### src/rtl/d3_28_ucode_pkg.sv
// Shared constants, command codes and loader state encoding for the
// microcode control-store loader.
package d3_28_ucode_pkg;

  localparam int unsigned ADDR_W = 12;
  localparam int unsigned DATA_W = 44;
  localparam int unsigned CNT_W  = ADDR_W + 1;
  localparam int unsigned BYTE_W = 8;

  localparam logic [BYTE_W-1:0] CMD_WRITE = 8'hA5;
  localparam logic [BYTE_W-1:0] CMD_END   = 8'h5A;

  // word_count saturates at the full store size (4096 words)
  localparam logic [CNT_W-1:0] WORD_MAX = CNT_W'(1 << ADDR_W);

  typedef enum logic [3:0] {
    IDLE,
    CMD,
    ADDR_H,
    ADDR_L,
    DATA,
    CHK,
    WRITE,
    READ,
    VERIFY,
    DONE,
    ERROR
  } state_e;

  // Control store write payload held for the write/readback sequence
  typedef struct packed {
    logic [ADDR_W-1:0] addr;
    logic [DATA_W-1:0] data;
  } cs_word_t;

endpackage

### src/rtl/ucode_frame_rx.sv
// Frame assembler: byte counter, address/data capture and running XOR checksum.
// frame_ok / frame_bad are qualified by chk_fire and valid in that cycle only.
import d3_28_ucode_pkg::*;

module ucode_frame_rx (
  input  logic              clk,
  input  logic              rst_n,
  input  logic [7:0]        byte_in,
  input  logic              cmd_fire,
  input  logic              addr_h_fire,
  input  logic              addr_l_fire,
  input  logic              data_fire,
  input  logic              chk_fire,
  output logic              data_last,
  output logic              frame_ok,
  output logic              frame_bad,
  output logic [ADDR_W-1:0] addr,
  output logic [DATA_W-1:0] word
);

  logic [2:0]        cnt;
  logic [7:0]        csum;
  logic [ADDR_W-1:0] addr_q;
  logic [DATA_W-1:0] word_q;

  // A write command restarts the counter and seeds the checksum with itself
  always_ff @(posedge clk or negedge rst_n) begin
    if (!rst_n) begin
      cnt    <= 3'd0;
      csum   <= 8'd0;
      addr_q <= '0;
      word_q <= '0;
    end else begin
      if (cmd_fire) begin
        cnt  <= 3'd0;
        csum <= byte_in;
      end
      if (addr_h_fire) begin
        addr_q[ADDR_W-1:8] <= byte_in[3:0];
        csum               <= csum ^ byte_in;
      end
      if (addr_l_fire) begin
        addr_q[7:0] <= byte_in;
        csum        <= csum ^ byte_in;
      end
      if (data_fire) begin
        if (cnt == 3'd5) word_q[DATA_W-1:40] <= byte_in[3:0];
        else             word_q[{cnt, 3'b000} +: 8] <= byte_in;
        cnt  <= cnt + 3'd1;
        csum <= csum ^ byte_in;
      end
    end
  end

  assign data_last = (cnt == 3'd5);
  assign frame_ok  = chk_fire && (csum == byte_in);
  assign frame_bad = chk_fire && (csum != byte_in);
  assign addr      = addr_q;
  assign word      = word_q;

endmodule

### src/rtl/microcode_loader.sv
// Control-store loader: session FSM, write/readback strobes, sticky status flags.
// All outputs are registered from the next-state decode so they align with the state.
import d3_28_ucode_pkg::*;

module microcode_loader (
  input  logic              clk,
  input  logic              rst_n,
  input  logic              load_req,
  input  logic [7:0]        rx_data,
  input  logic              rx_valid,
  output logic              rx_ready,
  output logic [ADDR_W-1:0] cs_addr,
  output logic [DATA_W-1:0] cs_wdata,
  output logic              cs_we,
  output logic              cs_re,
  input  logic [DATA_W-1:0] cs_rdata,
  output logic              cpu_hold,
  output logic              busy,
  output logic              done,
  output logic              err_chk,
  output logic              err_verify,
  output logic              err_frame,
  output logic [ADDR_W:0]   word_count
);

  state_e            state_q, state_d;
  cs_word_t          cs_q;
  logic              rx_ready_q, cs_we_q, cs_re_q, hold_q;
  logic              done_q, err_chk_q, err_verify_q, err_frame_q;
  logic [CNT_W-1:0]  count_q;

  logic              rx_fire, cmd_fire, addr_h_fire, addr_l_fire, data_fire, chk_fire;
  logic              data_last, frame_ok, frame_bad, verify_ok;
  logic [ADDR_W-1:0] fr_addr;
  logic [DATA_W-1:0] fr_word;

  assign rx_fire     = rx_valid && rx_ready_q;
  assign cmd_fire    = rx_fire && (state_q == CMD) && (rx_data == CMD_WRITE);
  assign addr_h_fire = rx_fire && (state_q == ADDR_H);
  assign addr_l_fire = rx_fire && (state_q == ADDR_L);
  assign data_fire   = rx_fire && (state_q == DATA);
  assign chk_fire    = rx_fire && (state_q == CHK);
  assign verify_ok   = (cs_rdata == cs_q.data);

  ucode_frame_rx u_frame_rx (
    .clk        (clk),
    .rst_n      (rst_n),
    .byte_in    (rx_data),
    .cmd_fire   (cmd_fire),
    .addr_h_fire(addr_h_fire),
    .addr_l_fire(addr_l_fire),
    .data_fire  (data_fire),
    .chk_fire   (chk_fire),
    .data_last  (data_last),
    .frame_ok   (frame_ok),
    .frame_bad  (frame_bad),
    .addr       (fr_addr),
    .word       (fr_word)
  );

  always_ff @(posedge clk or negedge rst_n) begin
    if (!rst_n) state_q <= IDLE;
    else        state_q <= state_d;
  end

  // Dropping load_req abandons a frame still being received; once the write
  // has started the readback is completed before returning to IDLE.
  always_comb begin
    state_d = state_q;
    unique case (state_q)
      IDLE:   if (load_req) state_d = CMD;
      CMD: begin
        if (!load_req) state_d = IDLE;
        else if (rx_fire) begin
          if (rx_data == CMD_WRITE)    state_d = ADDR_H;
          else if (rx_data == CMD_END) state_d = DONE;
          else                         state_d = ERROR;
        end
      end
      ADDR_H: begin
        if (!load_req)    state_d = IDLE;
        else if (rx_fire) state_d = ADDR_L;
      end
      ADDR_L: begin
        if (!load_req)    state_d = IDLE;
        else if (rx_fire) state_d = DATA;
      end
      DATA: begin
        if (!load_req)                  state_d = IDLE;
        else if (rx_fire && data_last)  state_d = CHK;
      end
      CHK: begin
        if (!load_req)      state_d = IDLE;
        else if (frame_ok)  state_d = WRITE;
        else if (frame_bad) state_d = ERROR;
      end
      WRITE:  state_d = READ;
      READ:   state_d = VERIFY;
      VERIFY: begin
        if (!verify_ok)    state_d = ERROR;
        else if (load_req) state_d = CMD;
        else               state_d = IDLE;
      end
      DONE, ERROR: if (!load_req) state_d = IDLE;
      default: state_d = IDLE;
    endcase
  end

  // Output registers, payload latch and sticky flags
  always_ff @(posedge clk or negedge rst_n) begin
    if (!rst_n) begin
      rx_ready_q   <= 1'b0;
      cs_we_q      <= 1'b0;
      cs_re_q      <= 1'b0;
      hold_q       <= 1'b0;
      cs_q         <= '0;
      done_q       <= 1'b0;
      err_chk_q    <= 1'b0;
      err_verify_q <= 1'b0;
      err_frame_q  <= 1'b0;
      count_q      <= '0;
    end else begin
      rx_ready_q <= (state_d inside {CMD, ADDR_H, ADDR_L, DATA, CHK});
      cs_we_q    <= (state_d == WRITE);
      cs_re_q    <= (state_d == READ);
      hold_q     <= (state_d != IDLE);
      if ((state_q == CHK) && (state_d == WRITE)) begin
        cs_q.addr <= fr_addr;
        cs_q.data <= fr_word;
      end
      if ((state_q == IDLE) && (state_d == CMD)) begin
        done_q       <= 1'b0;
        err_chk_q    <= 1'b0;
        err_verify_q <= 1'b0;
        err_frame_q  <= 1'b0;
        count_q      <= '0;
      end else begin
        if ((state_q == CMD) && (state_d == DONE))    done_q       <= 1'b1;
        if ((state_q == DONE) && (state_d == IDLE))   done_q       <= 1'b0;
        if ((state_q == CMD) && (state_d == ERROR))   err_frame_q  <= 1'b1;
        if ((state_q == CHK) && (state_d == ERROR))   err_chk_q    <= 1'b1;
        if ((state_q == VERIFY) && (state_d == ERROR)) err_verify_q <= 1'b1;
        if ((state_q == VERIFY) && verify_ok && (count_q != WORD_MAX))
          count_q <= count_q + CNT_W'(1);
      end
    end
  end

  assign rx_ready   = rx_ready_q;
  assign cs_addr    = cs_q.addr;
  assign cs_wdata   = cs_q.data;
  assign cs_we      = cs_we_q;
  assign cs_re      = cs_re_q;
  assign cpu_hold   = hold_q;
  assign busy       = hold_q;
  assign done       = done_q;
  assign err_chk    = err_chk_q;
  assign err_verify = err_verify_q;
  assign err_frame  = err_frame_q;
  assign word_count = count_q;

endmodule

### config.mk
export PLATFORM = sky130hd
export DESIGN_NAME = microcode_loader
export DESIGN_NICKNAME = d
export VERILOG_FILES = /design/src/rtl/d3_28_ucode_pkg.sv /design/src/rtl/ucode_frame_rx.sv /design/src/rtl/microcode_loader.sv
export SDC_FILE = /design/constraint.sdc
export NUM_CORES = 1
export LEC_CHECK = 0
export ABC_AREA = 0
export BUFFER_PORTS_ARGS = -buffer_cell sky130_fd_sc_hd__buf_4
export CORE_AREA = 4 4 141 143
export DETAILED_ROUTE_END_ITERATION = 6
export DIE_AREA = 0 0 145 147
export GPL_ROUTABILITY_DRIVEN = 0
export PLACE_DENSITY = 0.59
export SYNTH_ARGS = -nofsm -noshare
export SYNTH_HDL_FRONTEND = slang
export SYNTH_HIERARCHICAL = 1
export SYNTH_SLANG_ARGS = --single-unit
### constraint.sdc
create_clock -name clk -period 2.9 [get_ports clk]
set_clock_uncertainty 0.2 [all_clocks]
set_input_delay 0.58 -clock clk [delete_from_list [all_inputs] [get_ports clk]]
set_output_delay 0.58 -clock clk [all_outputs]
set_load 0.02 [all_outputs]
### Word level (Yosys, flattened, before mapping)

Cells that the tools add are included.

* register bits after elaboration: 148
* output and inout port bits: 78
* word-level logic and storage cells: 120

* add/sub/neg operators: 3
* eq/ne operators: 26
* shift-type cells: 2
* multiplexer cells: 37
* bitwise gates (word level): 2
* reductions and logical operators: 32

Operators with widths (count)
* $mux 4: 16
* $bwmux 44: 1
* $eq 44x44->1: 1
* $shift 8x8->44 const A: 1
* $shiftx 8x8->44: 1
* $pmux 4 s10: 1
* $eq 4x3->1 const B: 8
* $mux 8: 4
* $mux 13: 2
* $eq 4x4->1 const B: 5
* $logic_and 1x1->1: 19
* $eq 4x2->1 const B: 4
* $add 13x1->13 const B: 1
* $ne 13x13->1 const B: 1
* $mux 1: 10
* $reduce_bool 2->1: 5
* $eq 4x1->1 const B: 2
* $eq 8x7->1 const B: 1
* $eq 8x8->1: 1
* $eq 8x8->1 const B: 1
* $logic_not 4->1: 2
* $ne 8x8->1: 1
* $neg 6->8: 1
* $reduce_bool 4->1: 2
* other kinds (10): 11

### Longest topological paths before layout

Gate-level depths: netlist (run 1).

* word-level depth: 12
* mapped depth: 13

### Cells and area by module

Netlist (run 1), hierarchy kept.

Modules (own cells, without submodules)
* microcode_loader: times used 1, cells each 377, area each 4260.3 um2, seq. area each 2026.9 um2
* ucode_frame_rx: times used 1, cells each 271, area each 3115.5 um2, seq. area each 1676.6 um2

### Worst setup path before layout (run 1)

No wires, ideal clock.

* kind: in2reg
* start: in rx_data[4]
* end: reg cs_q (netlist bit cs_addr[11])
* data arrival time: 2725 ps
* slack: -150 ps
* cell stages on the path: 12
* cells stage by stage: clkbuf_1 > xor2_1 > nor4_1 > a21boi_0 > o21ai_0 > a32oi_1 > o32a_1 > nor3b_1 > o21ai_1 > buf_4 > buf_4 > mux2_2

* word-level cells in the longest chain between the ends: 8

Ends and longest elaborated chain
* from (decl): line microcode_loader.sv:9 `input logic [7:0] rx_data,`
* $ne 8x8->1: line ucode_frame_rx.sv:57 `assign frame_bad = chk_fire && (csum != byte_in);`
* $logic_and 1x1->1: line ucode_frame_rx.sv:57
* net frame_bad: line microcode_loader.sv:33 `logic data_last, frame_ok, frame_bad, verify_ok;`
* $mux 4: line microcode_loader.sv:95 `else if (frame_bad) state_d = ERROR;`
* $mux 4: line microcode_loader.sv:94 `else if (frame_ok) state_d = WRITE;`
* $mux 4: line microcode_loader.sv:93 `if (!load_req) state_d = IDLE;`
* $pmux 4 s10: line microcode_loader.sv:70 `unique case (state_q)`
* $eq 4x3->1: line microcode_loader.sv:127 `if ((state_q == CHK) && (state_d == WRITE)) begin`
* $logic_and 1x1->1: line microcode_loader.sv:127
* to (decl): line microcode_loader.sv:27 `cs_word_t cs_q;`

The timed path passes the listed nets, and every way through them passes these cells.
A chain may end at the register's enable or synchronous reset.

### Worst setup path in the final report (run 1)

* start: reg u_frame_rx.csum[0]
* end: reg cs_q (netlist bit cs_addr[5])

RTL lines
* from (decl): line ucode_frame_rx.sv:22 `logic [7:0] csum;`
* from (signal assigned): line ucode_frame_rx.sv:36 `csum <= byte_in;`
* from (signal assigned): line ucode_frame_rx.sv:40 `csum <= csum ^ byte_in;`
* from (signal assigned): line ucode_frame_rx.sv:44 `csum <= csum ^ byte_in;`
* $eq 8x8->1: line ucode_frame_rx.sv:56 `assign frame_ok = chk_fire && (csum == byte_in);`
* $logic_and 1x1->1: line ucode_frame_rx.sv:56
* net frame_ok: line microcode_loader.sv:33
* $mux 4: line microcode_loader.sv:94
* $mux 4: line microcode_loader.sv:93
* $pmux 4 s10: line microcode_loader.sv:70
* $eq 4x3->1: line microcode_loader.sv:127
* $logic_and 1x1->1: line microcode_loader.sv:127

The timed path passes the listed nets, and every way through them passes these cells.

==> insert_results.sql, run 1 <==
INSERT INTO impl_metrics (metric_group, metric, value, unit) VALUES
('placement', 'port-buffer-count', '133', ''),
('critical_path', 'endpoint_kind', 'flip-flop', ''),
('global_routing', 'gr-usage-met2', '30.4', '%'),
('logic_synthesis', 'post_synth_num_cell_types', '61', ''),
('sta', 'final_critical_path_setup_slack', '0.0966', 'ns'),
('critical_path', 'crit_path_max_incr_delay', '0.41', 'ns'),
('critical_path', 'worstPathRequired', '3.00', 'ns'),
('global_routing', 'first_global_vias', '5988', ''),
('power_and_ir_drop', 'internal-power', '0.00479', 'W'),
('sta', 'slew_viol_final', '0', ''),
('critical_path', 'critical_path.cell_chain', 'xor2_1 -> nor4_2 -> and3_1 -> o21ai_1 -> a32oi_1 -> o32a_1 -> nor3b_4 -> o21ai_4 -> buf_12 -> buf_12 -> mux2_2', ''),
('sta', 'finalHoldViolCount', '0', ''),
('min_path', 'hold_path.class', 'reg -> reg', ''),
('run', 'drv.max_cap_violation_count', '0', ''),
('power_and_ir_drop', 'power.combinational.fraction', '32.4', '%'),
('floorplan', 'dieArea', '21300', 'sq um'),
('finish', 'seqCellArea', '3700', 'sq um'),
('logic_synthesis', 'synth-async-reset-ratio', '100', '%'),
('logic_synthesis', 'syn_area', '7380', 'sq um'),
('sta', 'tightest_slew', '0.609', 'ns'),
('placement', 'worst_setup_slack_before_clock_tree_synthesis', '-0.234', 'ns'),
('cts', 'cts_made_buffers', '17', ''),
('logic_synthesis', 'post_synth_main_area_contributors', 'dfrtp_1 (50%), mux2_2 (13%), xor2_1 (6.3%)', ''),
('finish', 'multi_input_gate_area_in_the_final_layout', '3420', 'sq um'),
('floorplan', 'floorplan.die.height', '147', 'microns'),
('logic_synthesis', 'share_of_yosys_cell_area_claimed_by_the_top_area_cell_type', '50.2', '%'),
('critical_path', 'cp_top_family', 'simple AND/OR/NAND/NOR gates', ''),
('power_and_ir_drop', 'seqPwrFrac', '37.5', '%'),
('routing', 'drc', '0', ''),
('logic_synthesis', 'synth_top_area_cell', 'dfrtp_1', ''),
('logic_synthesis', 'share_of_the_yosys_chip_area_belonging_to_registers', '50.2', '%'),
('global_routing', 'grt_antenna_before_repair', '0', ''),
('power_and_ir_drop', 'peakVddDrop', '0.448', 'mV'),
('routing', 'drtIter0Drc', '342', ''),
('routing', 'drt-vias-per-instance', '5.25', ''),
('critical_path', 'cp.arrival', '2.90', 'ns'),
('power_and_ir_drop', 'total_leakage_power', '4.99', 'nW'),
('routing', 'count_of_antenna_violating_nets_left_after_detailed_routing', '0', ''),
('sta', 'grt_setup_unrepaired', 'true', ''),
('finish', 'commonest_non_fill_non_tap_cells_in_the_layout', 'buf_4 (195), dfrtp_1 (148), mux2_2 (87)', ''),
('logic_synthesis', 'yosys_warnings', '6', ''),
('routing', 'firstDrtPassIters', '5', ''),
('sta', 'timing.final.crit_period', '2.80', 'ns'),
('floorplan', 'die_width', '145', 'microns'),
('global_routing', 'pin_count_of_the_biggest_net_entering_global_routing', '80', ''),
('global_routing', 'grt_use_total', '18.5', '%'),
('cts', 'clock_tree.htree_level_count', '4', ''),
('critical_path', 'crit_path_top_delay_cell', 'dfrtp_1', ''),
('sta', 'tns', '0', 'ns'),
('logic_synthesis', 'yosys_register_bits', '148', ''),
('sta', 'relative_slew_margins', '59.0', '%'),
('cts', 'cts.path.max_buffers', '2', ''),
('power_and_ir_drop', 'power.switching_fraction', '33.5', '%'),
('cts', 'insertion_delay', '0.42', 'ns'),
('power_and_ir_drop', 'pwr_density_cell', '739', 'nW/um^2'),
('critical_path', 'timing.critical_path.from_type', 'flip-flop', ''),
('floorplan', 'core-area', '18600', 'sq um'),
('routing', 'wirelength', '19.8', 'mm'),
('critical_path', 'timing.critical_path.buf_inv', '2', ''),
('power_and_ir_drop', 'pwr-share-clk', '30.1', '%'),
('logic_synthesis', 'synthesis.nets', '712', ''),
('placement', 'place_hpwl', '14.2', 'mm'),
('floorplan', 'start_util', '39.7', '%'),
('power_and_ir_drop', 'power.net_switching', '0.00241', 'W'),
('cts', 'cts_num_sinks', '148', ''),
('floorplan', 'ioPinCount', '134', ''),
('logic_synthesis', 'count_of_flip_flops_with_a_built_in_enable_after_synthesis', '0', ''),
('outcome', 'status', 'complete, no violations', ''),
('finish', 'nets', '898', ''),
('logic_synthesis', 'netlist_instances', '648', ''),
('sta', 'final_min_period_over_clock_period', '96.7', '%');
==> synth_stat cells, types with 5 or more instances <==
library cell / n
nand2b_1: 7
dfrtp_1: 148
clkbuf_1: 17
o31ai_1: 5
nand3_1: 8
ha_1: 8
xor2_1: 53
nor4bb_1: 5
nor3_1: 7
a311oi_1: 8
a21oi_1: 20
and3_1: 14
nor4b_1: 8
buf_4: 6
nor4_1: 21
mux2_2: 87
nand2_1: 44
nor2_1: 20
o21ai_0: 18
inv_1: 37
buf_2: 11
mux2i_1: 30
==> layout make-up <==
| class | instances | share of cell area [%] |
|---|---|---|
| sequential | 148 | 38.0 |
| multi-input combinational | 427 | 35.1 |
| timing repair buffer | 203 | 16.4 |
| clock buffer | 20 | 4.68 |
| tap | 234 | 3.00 |
| inverter | 37 | 1.42 |
| clock inverter | 12 | 1.33 |
==> worst paths after layout <==
path                                                 from                         endpoint  slack [ns]  depth (start not counted)
setup / recovery           u_frame_rx/csum[0]$_DFFE_PN0P_           cs_addr[5]$_DFFE_PN0P_         0.1                         11
hold reg to reg            u_frame_rx/word[1]$_DFFE_PN0P_   u_frame_rx/word[1]$_DFFE_PN0P_        0.31                          1
hold / removal             u_frame_rx/word[1]$_DFFE_PN0P_   u_frame_rx/word[1]$_DFFE_PN0P_        0.31                          1
max in group asynchronous                           rst_n  u_frame_rx/addr[10]$_DFFE_PN0P_        1.30                          3
setup reg to reg           u_frame_rx/csum[0]$_DFFE_PN0P_           cs_addr[5]$_DFFE_PN0P_         0.1                         11
min in group asynchronous                           rst_n         cs_wdata[10]$_DFFE_PN0P_        0.44                          2
==> sequential cells by signal, indices dropped and copies added (netlist names), 3 cells and up <==
signal	cells
cs_wdata	44
u_frame_rx/cnt	3
u_frame_rx/addr	12
word_count	13
cs_addr	12
u_frame_rx/csum	8
u_frame_rx/word	44
state_q	4
==> power by group through the flow <==
stage / Sequential, W / Combinational [W] / Clock [W]
final: 0.00270 / 0.00233 / 0.00217
after global routing: 0.00275 / 0.00256 / 0.00230
after CTS: 0.00270 / 0.00228 / 0.00221
after detailed placement: 0.00274 / 0.00227 / 0
after global placement: 0.00273 / 0.00223 / 0
after floorplan: 0.00284 / 0.00119 / 0
==> cell families (layout without fill, tap and decap cells) <==
kind of cell    after synthesis  count (layout)  share of synthesized area [%]
simple gates                175             175                           14.0
flops                       148             148                           50.2
mux                         117             117                           17.4
compound gates               74              74                           6.48
buf+inv                      73             272                           4.31
xor+xnor                     53              53                           6.29
fa+ha+maj                     8               8                           1.36
==> stage by stage <==
step           cell area (sq um)  power [W]  hold WS, ns  util, %  cells
6_report                    9750    0.00720        0.305     52.5   1081
5_1_grt                     9750    0.00761        0.314     52.5   1081
4_1_cts                     9620    0.00720        0.306     51.8   1073
3_5_place_dp                9020    0.00500        0.292     48.6   1040
3_3_place_gp                9020    0.00495        0.286     48.6   1040
2_1_floorplan               7400    0.00404       0.0844        -    648
==> per-layer routing <==
metal	share of wire [%]	up-vias	wire, microns
met5	0	-	0
met4	1.2	0	234
met3	4.7	17	936
met2	49	156	9630
met1	45	2825	8960
li1	-	2679	-
==> timing repair <==
item / in CTS / in global routing
resized for setup: 0 / 7
hold buffers: 1 / 0
setup endpoints to repair: 0 / 56
endpoints found under the hold margin: 39 / 0
buffers inserted: 0 / 6
(Power assumes the default switching activity.)
==> run 2, diff against run 1 <==
--- a/config.mk
+++ b/config.mk
@@ -7,11 +7,13 @@
 export LEC_CHECK = 0
 export ABC_AREA = 0
 export BUFFER_PORTS_ARGS = -buffer_cell sky130_fd_sc_hd__buf_4
+export CELL_PAD_IN_SITES_DETAIL_PLACEMENT = 1
+export CELL_PAD_IN_SITES_GLOBAL_PLACEMENT = 1
 export CORE_AREA = 4 4 141 143
 export DETAILED_ROUTE_END_ITERATION = 6
 export DIE_AREA = 0 0 145 147
 export GPL_ROUTABILITY_DRIVEN = 0
-export PLACE_DENSITY = 0.59
+export PLACE_DENSITY = 0.73
 export SYNTH_ARGS = -nofsm -noshare
 export SYNTH_HDL_FRONTEND = slang
 export SYNTH_HIERARCHICAL = 1
==> run 2 against run 1 <==
Against the previous run: the run now ends with setup timing left; register-to-register slack lost 0.15 ns; sequential share of layout area shrank 1.1 points; clock-buffer cell count shrank 2; clock power grew 13%; cell count grew 1.0%; maximum frequency shrank 5.0%; wire length grew 20%; cell area grew 2.9%; critical endpoint is now cs_addr[9]$_DFFE_PN0P_; highest routed layer unchanged.
==> insert_results.sql, run 2 (synthesis gave the netlist of run 1 again) <==
INSERT INTO impl_metrics (metric_group, metric, value, unit) VALUES
('outcome', 'status', 'finished, violations left', ''),
('outcome', 'violations', 'setup timing', ''),
('finish', 'area.growth.synth_to_final', '35.9', '%'),
('run', 'drv.max_cap_violation_count', '0', ''),
('critical_path', 'critical_path_class', 'reg -> reg', ''),
('global_routing', 'grt_use_total', '21.5', '%'),
('finish', 'fillers', '1966', ''),
('routing', 'drtIter0Drc', '254', ''),
('sta', 'max_clock_freq', '339', 'MHz'),
('routing', 'met3_length', '862', 'microns'),
('placement', 'port-buffer-count', '133', ''),
('routing', 'drt-vias-per-instance', '5.45', ''),
('sta', 'final-setup-viol-count', '59', ''),
('routing', 'wirelength', '23.6', 'mm'),
('finish', 'commonest_non_fill_non_tap_cells_in_the_layout', 'buf_4 (202), dfrtp_1 (148), mux2_2 (85)', ''),
('cts', 'clock_tree_from_tritoncts', 'built', ''),
('sta', 'tightest_slew', '0.712', 'ns'),
('finish', 'nets', '909', ''),
('routing', 'wire_length_per_cell_after_detailed_routing', '21.6', 'microns'),
('critical_path', 'timing.critical_path.from_type', 'flip-flop', ''),
('cts', 'cts.reportedPaths.clkPinSlew', '0.07', 'ns'),
('cts', 'cts_made_buffers', '17', ''),
('power_and_ir_drop', 'pwr_density_cell', '764', 'nW/um^2'),
('floorplan', 'num_rows', '50', ''),
('floorplan', 'core-area', '18600', 'sq um'),
('global_routing', 'pin_count_of_the_biggest_net_entering_global_routing', '62', ''),
('finish', 'final_layout_size_suffix_gt1_share', '42.4', '%'),
('sta', 'timing.final.crit_period', '2.95', 'ns'),
('sta', 'relative_slew_margins', '52.0', '%'),
('global_routing', 'global_route_wire_length_before_repair', '36.6', 'mm'),
('finish', 'final_common_cell', 'buf_4', ''),
('routing', 'count_of_antenna_violating_nets_left_after_detailed_routing', '0', ''),
('cts', 'cts.path.max_buffers', '2', ''),
('critical_path', 'endpoint_kind', 'flip-flop', ''),
('routing', 'routed-via-count', '5948', ''),
('cts', 'insertion_delay', '0.43', 'ns'),
('power_and_ir_drop', 'peakVddDrop', '0.452', 'mV'),
('finish', 'antenna_cells_inserted', '0', ''),
('sta', 'final_critical_path_setup_slack', '-0.0502', 'ns'),
('global_routing', 'first_global_vias', '6654', ''),
('placement', 'post-place-cells', '1046', ''),
('power_and_ir_drop', 'post-layout-total-power', '0.00766', 'W'),
('sta', 'grt_setup_unrepaired', 'true', ''),
('finish', 'final_cell_count_no_fill', '1092', ''),
('finish', 'post-route-util', '54.0', '%'),
('critical_path', 'worstPathRequired', '3.02', 'ns'),
('routing', 'm1WireLength', '9.91', 'mm'),
('placement', 'place_hpwl', '16.5', 'mm'),
('floorplan', 'start_util', '39.7', '%'),
('global_routing', 'grt.overflow.total', '0', ''),
('sta', 'final_min_period_over_clock_period', '102', '%'),
('sta', 'whs', '0.309', 'ns'),
('critical_path', 'cp.arrival', '3.07', 'ns'),
('routing', 'dr.max_layer_used', 'met4', ''),
('min_path', 'hold_path.class', 'reg -> reg', ''),
('routing', 'drc', '0', ''),
('floorplan', 'dieArea', '21300', 'sq um'),
('cts', 'clock_tree.htree_level_count', '4', ''),
('cts', 'cts_num_sinks', '148', ''),
('cts', 'cts_root_buffer', 'clkbuf_16', ''),
('sta', 'finalHoldViolCount', '0', ''),
('routing', 'met2RoutedLength', '12.2', 'mm'),
('sta', 'slew_viol_final', '0', ''),
('power_and_ir_drop', 'total_leakage_power', '5.11', 'nW'),
('critical_path', 'worstPathMaxFanout', '12', ''),
('floorplan', 'die_width', '145', 'microns'),
('global_routing', 'grt_antenna_before_repair', '0', ''),
('floorplan', 'floorplan.die.height', '147', 'microns'),
('routing', 'firstDrtPassIters', '6', ''),
('floorplan', 'ioPinCount', '134', '');
## run 2: timing repair
action,in CTS,in global routing
setup endpoints to repair,61,73
cloned,0,5
setup buffers,1,7
gates resized for setup,4,21
hold buffers,1,0
hold endpoints to repair,58,0
pin swaps,3,15
## run 2: metrics by stage
step | setup TNS (ns) | instance area [sq um] | setup slack [ns]
finish | -1.53 | 10000 | -0.0502
detailed placement | -18.73 | 9070 | -0.301
global route | -10.68 | 10000 | -0.198
CTS | 0 | 9760 | 0.00913
floorplan | -0.593 | 7400 | -0.0210
global placement | -13.65 | 9070 | -0.228
## run 2: path summary, 6_finish.rpt
path / depth (start not counted) / slack (ns) / startpoint / to
max: 11 / -0.05 / u_frame_rx/csum[4]$_DFFE_PN0P_ / cs_addr[9]$_DFFE_PN0P_
min: 1 / 0.31 / u_frame_rx/word[28]$_DFFE_PN0P_ / cs_wdata[28]$_DFFE_PN0P_
max reg2reg: 11 / -0.05 / u_frame_rx/csum[4]$_DFFE_PN0P_ / cs_addr[9]$_DFFE_PN0P_
min reg2reg: 1 / 0.31 / u_frame_rx/word[28]$_DFFE_PN0P_ / cs_wdata[28]$_DFFE_PN0P_
max in group asynchronous: 3 / 1.26 / rst_n / cs_wdata[17]$_DFFE_PN0P_
min in group asynchronous: 2 / 0.52 / rst_n / cs_wdata[14]$_DFFE_PN0P_
## run 2: critical path, stage by stage, from the launching register on
cell and delay, ns:
dfrtp_1 0.42, xor2_1 0.17, nor4_2 0.38, a21boi_2 0.11, nor2_1 0.10, nor3_1 0.06, o31ai_2 0.29, o211ai_1 0.20
o21ai_4 0.20, buf_12 0.18, clkbuf_16 0.18, mux2_2 0.33
## run 2: final cells by class
type                       instances  area, sq um  share of cell area (%)
tap                              234          293                    2.92
inverter                          37          139                    1.39
sequential                       148         3700                    36.9
multi-input combinational        427         3490                    34.8
clock inverter                    14          224                    2.23
clock buffer                      18          429                    4.28
timing repair buffer             214         1750                    17.4
## run 2: where the power goes
group          switching (W)  total (W)  internal, W
registers           0.000304    0.00271      0.00240
logic                0.00140    0.00249      0.00109
clock network       0.000918    0.00246      0.00154
total                0.00262    0.00766      0.00503
## run 2: metal layers
| layer | vias to the layer above | global-route usage [%] |
|---|---|---|
| met5 | - | 0 |
| met1 | 3056 | 26.1 |
| met2 | 157 | 38.4 |
| li1 | 2693 | - |
| met4 | 0 | 8.17 |
| met3 | 42 | 3.73 |
